===== src/rtl/contador_regressivo_if.sv =====
// Control strobes, load digits and countdown status between the timer and its controller.
// Purely structural: no latency, no backpressure.
interface contador_regressivo_if;
  logic       clear;
  logic       load;
  logic       start;
  logic       stop;
  logic [3:0] load_mins;
  logic [3:0] load_sec_tens;
  logic [3:0] load_sec_ones;
  logic [3:0] mins;
  logic [3:0] sec_tens;
  logic [3:0] sec_ones;
  logic       running;
  logic       done;
  logic       load_err;

  modport master (
    output clear, load, start, stop, load_mins, load_sec_tens, load_sec_ones,
    input  mins, sec_tens, sec_ones, running, done, load_err
  );

  modport slave (
    input  clear, load, start, stop, load_mins, load_sec_tens, load_sec_ones,
    output mins, sec_tens, sec_ones, running, done, load_err
  );
endinterface


===== src/rtl/contador_regressivo.sv =====
// BCD M:SS countdown timer; all outputs registered, one-second step every TICKS_PER_SEC clocks.
// Strobes act on the next edge with priority clear > stop > load > start; no backpressure.
module contador_regressivo #(
  parameter int TICKS_PER_SEC = 100
) (
  input logic                  clk,
  input logic                  rst_n,
  contador_regressivo_if.slave bus
);

  localparam int PW = $clog2(TICKS_PER_SEC);
  localparam logic [PW-1:0] LAST_TICK = PW'(TICKS_PER_SEC - 1);

  typedef enum logic [1:0] {IDLE, RUNNING, PAUSED, DONE} state_t;

  state_t        state;
  logic [PW-1:0] presc;
  logic [3:0]    mins_q;
  logic [3:0]    tens_q;
  logic [3:0]    ones_q;
  logic          running_q;
  logic          done_q;
  logic          load_err_q;

  logic       load_ok;
  logic       is_zero;
  logic       last_sec;
  logic [3:0] dec_m;
  logic [3:0] dec_t;
  logic [3:0] dec_o;

  assign load_ok  = (bus.load_mins <= 4'd9) && (bus.load_sec_tens <= 4'd5) &&
                    (bus.load_sec_ones <= 4'd9);
  assign is_zero  = (mins_q == 4'd0) && (tens_q == 4'd0) && (ones_q == 4'd0);
  assign last_sec = (mins_q == 4'd0) && (tens_q == 4'd0) && (ones_q == 4'd1);

  // Borrow chain only ever sees non-zero time: RUNNING is never entered at 0:00.
  always_comb begin
    dec_m = mins_q;
    dec_t = tens_q;
    dec_o = ones_q - 4'd1;
    if (ones_q == 4'd0) begin
      dec_o = 4'd9;
      if (tens_q == 4'd0) begin
        dec_t = 4'd5;
        dec_m = mins_q - 4'd1;
      end else begin
        dec_t = tens_q - 4'd1;
      end
    end
  end

  always_ff @(posedge clk or negedge rst_n) begin
    if (!rst_n) begin
      state      <= IDLE;
      presc      <= '0;
      mins_q     <= 4'd0;
      tens_q     <= 4'd0;
      ones_q     <= 4'd0;
      running_q  <= 1'b0;
      done_q     <= 1'b0;
      load_err_q <= 1'b0;
    end else begin
      load_err_q <= 1'b0;
      if (bus.clear) begin
        state     <= IDLE;
        presc     <= '0;
        mins_q    <= 4'd0;
        tens_q    <= 4'd0;
        ones_q    <= 4'd0;
        running_q <= 1'b0;
        done_q    <= 1'b0;
      end else if (state == RUNNING) begin
        // stop beats the wrap edge; load/start are meaningless while counting
        if (bus.stop) begin
          state     <= PAUSED;
          running_q <= 1'b0;
        end else if (presc == LAST_TICK) begin
          presc  <= '0;
          mins_q <= dec_m;
          tens_q <= dec_t;
          ones_q <= dec_o;
          if (last_sec) begin
            state     <= DONE;
            running_q <= 1'b0;
            done_q    <= 1'b1;
          end
        end else begin
          presc <= presc + 1'b1;
        end
      end else if (!bus.stop) begin
        if (bus.load) begin
          if (load_ok) begin
            state  <= IDLE;
            presc  <= '0;
            mins_q <= bus.load_mins;
            tens_q <= bus.load_sec_tens;
            ones_q <= bus.load_sec_ones;
            done_q <= 1'b0;
          end else begin
            load_err_q <= 1'b1;
          end
        end else if (bus.start && !is_zero && (state != DONE)) begin
          // IDLE always holds presc at 0; PAUSED resumes mid-second
          state     <= RUNNING;
          running_q <= 1'b1;
        end
      end
    end
  end

  assign bus.mins     = mins_q;
  assign bus.sec_tens = tens_q;
  assign bus.sec_ones = ones_q;
  assign bus.running  = running_q;
  assign bus.done     = done_q;
  assign bus.load_err = load_err_q;

endmodule


===== src/flat_wrapper.sv =====
// flat-port wrapper written by rule: the top's interface ports become plain ports
module contador_regressivo_flat 
#(
  parameter int TICKS_PER_SEC = 100
)
  (clk, rst_n, bus_clear, bus_load, bus_start, bus_stop, bus_load_mins, bus_load_sec_tens, bus_load_sec_ones, bus_mins, bus_sec_tens, bus_sec_ones, bus_running, bus_done, bus_load_err);
  contador_regressivo_if bus_i ();
  input logic clk;
  input logic rst_n;
  input wire logic [$bits(bus_i.clear)-1:0] bus_clear;
  input wire logic [$bits(bus_i.load)-1:0] bus_load;
  input wire logic [$bits(bus_i.start)-1:0] bus_start;
  input wire logic [$bits(bus_i.stop)-1:0] bus_stop;
  input wire logic [$bits(bus_i.load_mins)-1:0] bus_load_mins;
  input wire logic [$bits(bus_i.load_sec_tens)-1:0] bus_load_sec_tens;
  input wire logic [$bits(bus_i.load_sec_ones)-1:0] bus_load_sec_ones;
  output wire logic [$bits(bus_i.mins)-1:0] bus_mins;
  output wire logic [$bits(bus_i.sec_tens)-1:0] bus_sec_tens;
  output wire logic [$bits(bus_i.sec_ones)-1:0] bus_sec_ones;
  output wire logic [$bits(bus_i.running)-1:0] bus_running;
  output wire logic [$bits(bus_i.done)-1:0] bus_done;
  output wire logic [$bits(bus_i.load_err)-1:0] bus_load_err;
  assign bus_i.clear = bus_clear;
  assign bus_i.load = bus_load;
  assign bus_i.start = bus_start;
  assign bus_i.stop = bus_stop;
  assign bus_i.load_mins = bus_load_mins;
  assign bus_i.load_sec_tens = bus_load_sec_tens;
  assign bus_i.load_sec_ones = bus_load_sec_ones;
  assign bus_mins = bus_i.mins;
  assign bus_sec_tens = bus_i.sec_tens;
  assign bus_sec_ones = bus_i.sec_ones;
  assign bus_running = bus_i.running;
  assign bus_done = bus_i.done;
  assign bus_load_err = bus_i.load_err;
  contador_regressivo #(.TICKS_PER_SEC(TICKS_PER_SEC)) u_core (.clk(clk), .rst_n(rst_n), .bus(bus_i));
endmodule

===== config.mk =====
export PLATFORM = sky130hd
export DESIGN_NAME = contador_regressivo_flat
export DESIGN_NICKNAME = d
export VERILOG_FILES = /design/src/rtl/contador_regressivo_if.sv /design/src/rtl/contador_regressivo.sv /design/src/flat_wrapper.sv
export SDC_FILE = /design/constraint.sdc
export NUM_CORES = 1
export LEC_CHECK = 0
export CAP_MARGIN = 10
export CORE_UTILIZATION = 35
export DETAILED_ROUTE_END_ITERATION = 8
export GPL_ROUTABILITY_DRIVEN = 0
export HOLD_SLACK_MARGIN = 0.02
export PLACE_DENSITY = 0.64
export SLEW_MARGIN = 15
export SYNTH_ARGS = -nofsm -noshare
export SYNTH_HDL_FRONTEND = slang
export SYNTH_SLANG_ARGS = --single-unit

===== constraint.sdc =====
create_clock -name clk -period 5.2 [get_ports clk]
set_input_delay 1.04 -clock clk [delete_from_list [all_inputs] [get_ports clk]]
set_output_delay 1.04 -clock clk [all_outputs]
set_load 0.05 [all_outputs]

After elaboration in Yosys (flattened, before gate mapping) --
Cells that the tools add are included.
Operators by class: equality and inequality tests 14, reductions and logical operators 22, mux-type cells 63, $add $sub $neg 4, $lt $le $gt $ge 3
Operators with widths (count):
- $mux 4 | 26
- $mux 7 | 7
- $mux 1 | 21
- $reduce_and 5->1 | 4
- $mux 2 | 9
- $ne 3x2->1 const B | 5
- $logic_not 4->1 | 3
- $sub 4x1->4 const B | 3
- $reduce_bool 3->1 | 3
- $le 4x4->1 const B | 2
- $add 7x1->7 const B | 1
- $eq 7x7->1 const B | 1
- $logic_and 1x1->1 | 7
- $reduce_and 6->1 | 1
- $eq 4x1->1 const B | 1
- $le 4x3->1 const B | 1
- $ne 2x2->1 const B | 2
- $ne 4x2->1 const B | 1
- $ne 4x3->1 const B | 1
- $ne 4x4->1 const B | 1
- $reduce_and 4->1 | 1
- $reduce_bool 4->1 | 1
- $ne 3x3->1 const B | 1
- $reduce_and 3->1 | 1
- other kinds (2) | 2
Word-level totals: register bits 24, input bits 18, output and inout bits 15, logic and storage cells 114

Logic depth before layout (Yosys ltp) --
Gate-level depths: netlist of the first run.
depth after elaboration 11, depth in mapped cells 7

Worst setup path before layout of the first run --
No wires, ideal clock.
path kind flip-flop to flip-flop, start point register u_core.tens_q[0] (netlist: u_core.bus.sec_tens[0]), end point register u_core.state[1], cell stages (with the launch flop) 6, slack 2342 ps, arrival time 2733 ps, buffers on the path 0, period minus slack after synthesis 2858 ps, path through dfrtp_1 -> or4_1 -> or3_4 -> or4_4 -> a211o_2 -> mux2_4
Between the ends: longest elaborated chain between the ends 8, elaborated cells between the ends (all ways) 10, those cells by class 1 x eq/ne; 9 x reduce/logical
RTL lines:
- start: declaration | line contador_regressivo.sv:19 | logic [3:0] tens_q;
- start signal: assignment | line contador_regressivo.sv:81 | tens_q <= dec_t;
- start signal: assignment | line contador_regressivo.sv:97 | tens_q <= bus.load_sec_tens;
- $logic_not 4->1 (*) | line contador_regressivo.sv:34, contador_regressivo.sv:35
- $logic_and 1x1->1 (*) | line contador_regressivo.sv:34, contador_regressivo.sv:35
- $logic_and 1x1->1 | line contador_regressivo.sv:34 | assign is_zero = (mins_q == 4'd0) && (tens_q == 4'd0) && (ones_q == 4'd0);
- $logic_not 1->1 | line contador_regressivo.sv:103 | end else if (bus.start && !is_zero && (state != DONE)) begin
- $logic_and 1x1->1 (2 in series) | line contador_regressivo.sv:103
- $reduce_bool 4->1 (no line)
- $reduce_and 5->1 (no line) (*)
- end signal: assignment | line contador_regressivo.sv:84 | state <= DONE;
- end signal: assignment | line contador_regressivo.sv:94 | state <= IDLE;
- end signal: assignment | line contador_regressivo.sv:105 | state <= RUNNING;
- end: declaration | line contador_regressivo.sv:16 | state_t state;
Mark *: on every way between the ends. The rest lies on a longest branch, timed or not. A chain may end at the register's enable or synchronous reset.

Final worst setup path of the first run --
start point input port bus_stop, end point register u_core.tens_q[1] (netlist: u_core.bus.sec_tens[1])
Between the ends: longest elaborated chain between the ends 2
RTL lines:
- start: declaration | line flat_wrapper.sv:13 | input wire logic [$bits(bus_i.stop)-1:0] bus_stop;
- $ne 2x2->1 (no line)
- $reduce_and 5->1 (no line)
No other way between the ends.

==> impl_metrics.yaml, run 1 <==
pwr:
  swShare_pct: 47.5
  ir_drop_mv: 0.284
  pwr-share-seq_pct: 32.4
  p_switching_uw: 445
  p_comb_share_pct: 54.0
  p_int_uw: 491
  power.share.clock_pct: 13.6
  powerDensity_mw_per_mm2: 502
  leakage_uw: 0.000766
timing:
  slew_headroom_pct: 33.3
  grt_setup_unrepaired: "false"
  clock-skew-final_ps: 2.70
  hold_viol_final: 0
  setup_viol: 0
  tns_ps: 0
  finalCriticalPeriod_ps: 3010
  fin_crit_sh_pct: 57.8
  fmax_mhz: 333
  drv_slew: 0
  worst_slew_pin_slew_ps: 997
  layout_setup_ws_ps: 2190
yosys:
  synth_top_area_share_pct: 41.6
  ys_ff_latch: 24
  async_flop_share_pct: 100
  synth_area_sq_mm: 0.00145
  synth_cell_type_count: 47
  synth_area_leaders: "dfrtp_1 (42%), o21ai_0 (9.7%), a21oi_1 (4.5%)"
  synth_area_per_cell_sq_um: 8.71
  synthFlopType: "dfrtp_1"
  netlist_instances: 166
  synth_largest_area_cell: "dfrtp_1"
  yosys_warnings: 0
  ys_seq_area_share_pct: 41.6
  synth-edff-count: 0
  syn_nets: 186
critical_path:
  path_cells: "clkdlybuf4s50_1, nor2b_1, and4_1, nor2_1, o21ai_0, a2bb2oi_1"
  crit_type: "in -> reg"
  cp.required_ps: 5390
  slowest_stage: "nor2_1"
  reg2reg_from: "u_core.bus.sec_tens[0]"
  timing.rr.end: "u_core.state[1]"
  max_stage_delay_ps: 780
  crit_fanout: 17
  start_kind: "input pin"
  rr_worst_depth: 5
  end_kind: "flop"
  critPathArrivalTime_ps: 3200
  rrSetupSlack_ps: 2390
  critical_path.top_delay_family: "simple AND/OR/NAND/NOR gates"
  path_buf_inv: 1
drt:
  via_count: 1440
  antenna_left: 0
  drtIter0Drc: 82
  drt_wl_total_um: 3750
  viasPerCell: 5.85
  drc: 0
  wire_per_inst_um: 15.3
  first_pass_iters: 4
floorplan:
  initial_core_util_pct: 38.0
  fp.coreArea_sq_mm: 0.00380
  num_rows: 22
  io_pins: 33
  dieWidth_um: 66.3
  die_area_sq_mm: 0.00439
  die_h_um: 66.3
clocking:
  cts.repair.resized: 0
  clock_path_buffers: 2
  clk_pin_slew_ps: 80
  cts-root-buf: "clkbuf_8"
  cts_max_level: 1
  holdBufCountCts: 0
  cts_tree: "built"
  post_cts_buffers: 0
  cts_made_buffers: 3
  clock_latency_ps: 270
  cts_sinks: 24
job:
  maxCapViolations: 0
worst_hold_path:
  min_from: "u_core.bus.running"
  hold-path-cell-count: 1
  worstHoldEndpoint: "u_core.bus.running"
  hp-class: "reg -> reg"
global_route:
  grtUsageTotal_pct: 18.8
  grt_pass1_wl_um: 6280
  grt_start_max_net_pins: 25
  first_global_vias: 1405
  antenna_found_initial: 0
  grt-ovfl-total: 0
placement:
  pre_cts_ws_ps: 1980
  dp_hpwl_um: 2790
  io_buffers: 32
cells_and_area:
  synthToLayoutAreaGrowth_pct: 29.0
  utilization_pct: 49.1
  antennaDiodeCount: 0
  nets: 219
  drive_gt1_share_pct: 8.59
outcome:
  status: "finished clean"
-- synth_stat cells, drive strengths merged, types with 3 or more instances --
cell type,instances
or4,3
a22oi,3
o21a,3
nor2,17
inv,5
o21ai,28
nor4,3
nor3,4
clkbuf,5
dfrtp,24
a21oi,13
a31oi,4
nand2,11
nand4,4
-- through the flow --
stage | hold slack [ps] | area [sq um] | total power, uW | cells
floorplan | 491 | 1450 | 642 | 166
global placement | 493 | 1810 | 801 | 242
detailed placement | 494 | 1810 | 810 | 242
CTS | 514 | 1870 | 940 | 246
global route | 526 | 1860 | 996 | 246
finish | 511 | 1860 | 936 | 246
-- kinds of logic after synthesis --
family                   after synthesis  synth area share [%]
multiplexers                           2                  1.82
XOR/XNOR                               2                  1.21
AND/OR/NAND/NOR                       61                  23.8
buffers and inverters                 10                  2.60
adder cells (fa/ha/maj)                2                  1.73
flip-flops                            24                  41.6
AO/OA/AOI/OAI                         65                  27.3
-- worst max path at each step --
stage / start / endpoint / slack (ps) / cells past startpoint
3_3_place_gp: bus_clear / u_core.state[1] / 2000 / 5
3_5_place_dp: bus_stop / u_core.bus.sec_tens[0] / 1980 / 6
5_1_grt: bus_stop / u_core.bus.sec_tens[1] / 2090 / 6
6_report: bus_stop / u_core.bus.sec_tens[1] / 2190 / 6
2_1_floorplan: u_core.bus.sec_tens[0] / u_core.state[1] / 2340 / 5
4_1_cts: bus_clear / u_core.state[1] / 2250 / 5
-- layout by cell type (no fill, tap or decap), types with 5 or more instances in the layout --
| cell type | count |
|---|---|
| o21ai_0 | 28 |
| a21oi_1 | 13 |
| inv_1 | 5 |
| clkdlybuf4s50_1 | 31 |
| dfrtp_1 | 24 |
| nand2_1 | 11 |
| nor2_1 | 17 |
-- state kept, by name, summed over array words and instances, names as in the netlist --
name	flops
u_core.presc	7
u_core.bus.mins	4
u_core.bus.sec_ones	4
u_core.bus.sec_tens	4
u_core.state	2
u_core.bus.done	1
u_core.bus.load_err	1
u_core.bus.running	1
-- power groups by stage --
stage                     sequential (uW)  clock, uW  combinational, uW
after floorplan                       427          0                216
after CTS                             301        132                507
after global placement                300          0                501
final                                 303        128                505
after detailed placement              304          0                505
after global routing                  311        139                545
-- layer usage --
metal	routed length, um	up-vias	GRT usage [%]
met2	1740	42	31.0
met3	158	2	4.31
met4	23	0	5.32
li1	-	691	-
met5	0	-	0
met1	1830	705	24.2
-- worst register-to-register path, stage by stage, from the launching register on --
cell and delay, ps:
dfrtp_1 460, or4_1 610, or3_4 420, or4_4 540, a211o_2 370, mux2_4 300
-- final cells by class --
class	count	area, sq um
Clock buffer	4	55.1
Tap cell	48	60.1
Inverter	5	18.8
Timing Repair Buffer	33	323
Fill cell	369	1930
Sequential cell	24	601
Multi-Input combinational cell	132	807
Power figures use the tool's default switching activity.
==> run 2: changes to the inputs <==
- clock period: 5.2 -> 3.2 ns (I/O delays scaled with it)
==> run 2 against run 1 <==
Die area stayed put. Setup slack got worse by 1800 ps. Non-clock buffer count rose by 3. Combinational power increased by 64%. Critical path type is now reg -> reg.
==> impl_metrics.yaml, run 2 (same netlist as run 1, synthesis figures left out) <==
outcome:
  status: "finished clean"
job:
  maxCapViolations: 0
timing:
  setup_viol: 0
  tns_ps: 0
  finalCriticalPeriod_ps: 2760
  hold_viol_final: 0
  layout_setup_ws_ps: 440
  worst_slew_pin_slew_ps: 968
  grt_setup_unrepaired: "false"
  slew_headroom_pct: 35.2
  clock-skew-final_ps: 4.96
  drv_slew: 0
  fmax_mhz: 362
  fin_crit_sh_pct: 86.3
clocking:
  cts_sinks: 24
  cts_made_buffers: 3
  clk_pin_slew_ps: 90
  holdBufCountCts: 0
  cts-root-buf: "clkbuf_8"
  cts_max_level: 1
  cts.repair.resized: 0
  cts_tree: "built"
  clock_latency_ps: 270
  clock_path_buffers: 2
  post_cts_buffers: 0
floorplan:
  fp.coreArea_sq_mm: 0.00380
  initial_core_util_pct: 38.0
  die_area_sq_mm: 0.00439
  dieWidth_um: 66.3
  num_rows: 22
  io_pins: 33
  die_h_um: 66.3
critical_path:
  critPathCapture: "u_core.state[1]"
  crit_type: "reg -> reg"
  rr_worst_depth: 5
  timing.rr.end: "u_core.state[1]"
  cp.required_ps: 3360
  max_stage_delay_ps: 600
  rrSetupSlack_ps: 440
  start_kind: "flop"
  critPathArrivalTime_ps: 2920
  end_kind: "flop"
  crit_fanout: 7
  path_cells: "or4_1, or3_4, or4_4, a211o_2, mux2_4"
  slowest_stage: "or4_1"
  reg2reg_from: "u_core.bus.sec_tens[0]"
  crit_path_start: "u_core.bus.sec_tens[0]"
global_route:
  grt_pass1_wl_um: 6220
  grt_start_max_net_pins: 25
  grtUsageMet1_pct: 26.1
  grt.busiest_layer: "met2"
  grtUsageTotal_pct: 18.5
  antenna_found_initial: 0
  grt-ovfl-total: 0
  grtUsageMet3_pct: 2.59
  met2_usage_pct: 29.7
  first_global_vias: 1317
drt:
  viasPerCell: 5.71
  drt_wl_total_um: 3750
  first_pass_iters: 4
  drc: 0
  antenna_left: 0
  wire_per_inst_um: 15.0
  via_count: 1421
  drtIter0Drc: 95
cells_and_area:
  nets: 222
  layout_common_cells: "clkdlybuf4s50_1 (32), o21ai_0 (28), dfrtp_1 (24)"
  final_common_cell: "clkdlybuf4s50_1"
  max_flop_register: "u_core.presc"
  antennaDiodeCount: 0
  drive_gt1_share_pct: 9.45
  largest_reg_flops: 7
  synthToLayoutAreaGrowth_pct: 30.9
pwr:
  powerDensity_mw_per_mm2: 805
  leakage_uw: 0.000780
  ir_drop_mv: 0.400
placement:
  io_buffers: 32
  dp_hpwl_um: 2800
  pre_cts_ws_ps: 355
worst_hold_path:
  hold-path-cell-count: 1
  hp-class: "reg -> reg"
run 2: cell types whose count changed in the layout (fill, tap and decap cells not counted):
cell / before / now
buf_4: 1 / 4
buf_2: 1 / 0
clkdlybuf4s50_1: 31 / 32
run 2: layout make-up:
cell class                      instances  area (sq um)
Multi-Input combinational cell        132           807
Sequential cell                        24           601
Fill cell                             362          1910
Clock buffer                            4          55.1
Tap cell                               48          60.1
Inverter                                5          18.8
Timing Repair Buffer                   36           350
run 2: worst min-delay path by stage:
| stage | slack, ps | start | end |
|---|---|---|---|
| 3_5_place_dp | 500 | u_core.bus.running | u_core.bus.running |
| 5_1_grt | 550 | u_core.bus.running | u_core.bus.running |
| 2_1_floorplan | 340 | rst_n | u_core.bus.done |
| 3_3_place_gp | 490 | u_core.bus.running | u_core.bus.running |
| 4_1_cts | 520 | u_core.bus.running | u_core.bus.running |
| 6_report | 520 | u_core.bus.running | u_core.bus.running |
run 2: critical path: cells and delay by family, from the launching register on:
| kind | cells | cell delay (ps) |
|---|---|---|
| simple gates | 3 | 1540 |
| flops | 1 | 460 |
| compound gates | 1 | 370 |
| mux | 1 | 300 |
run 2: metal layers:
layer	vias to the layer above	part of all wire (%)
li1	691	-
met5	-	0
met3	4	5.6
met4	0	0.48
met2	40	46
met1	686	48
run 2: through the flow:
step	cells	cell area, sq um	total power [uW]	util [%]	hold WS (ps)
floorplan	166	1450	1040	-	344
global placement	245	1840	1310	48.4	493
detailed placement	245	1840	1320	48.4	500
CTS	249	1890	1530	49.8	522
global route	249	1890	1630	49.8	547
finish	249	1890	1520	49.8	515
run 2: report_power, final:
part	internal [uW]	switching (uW)	leakage [uW]
combinational	316	512	0.000431
sequential	382	106	0.000320
clock	110	98.2	0.0000288
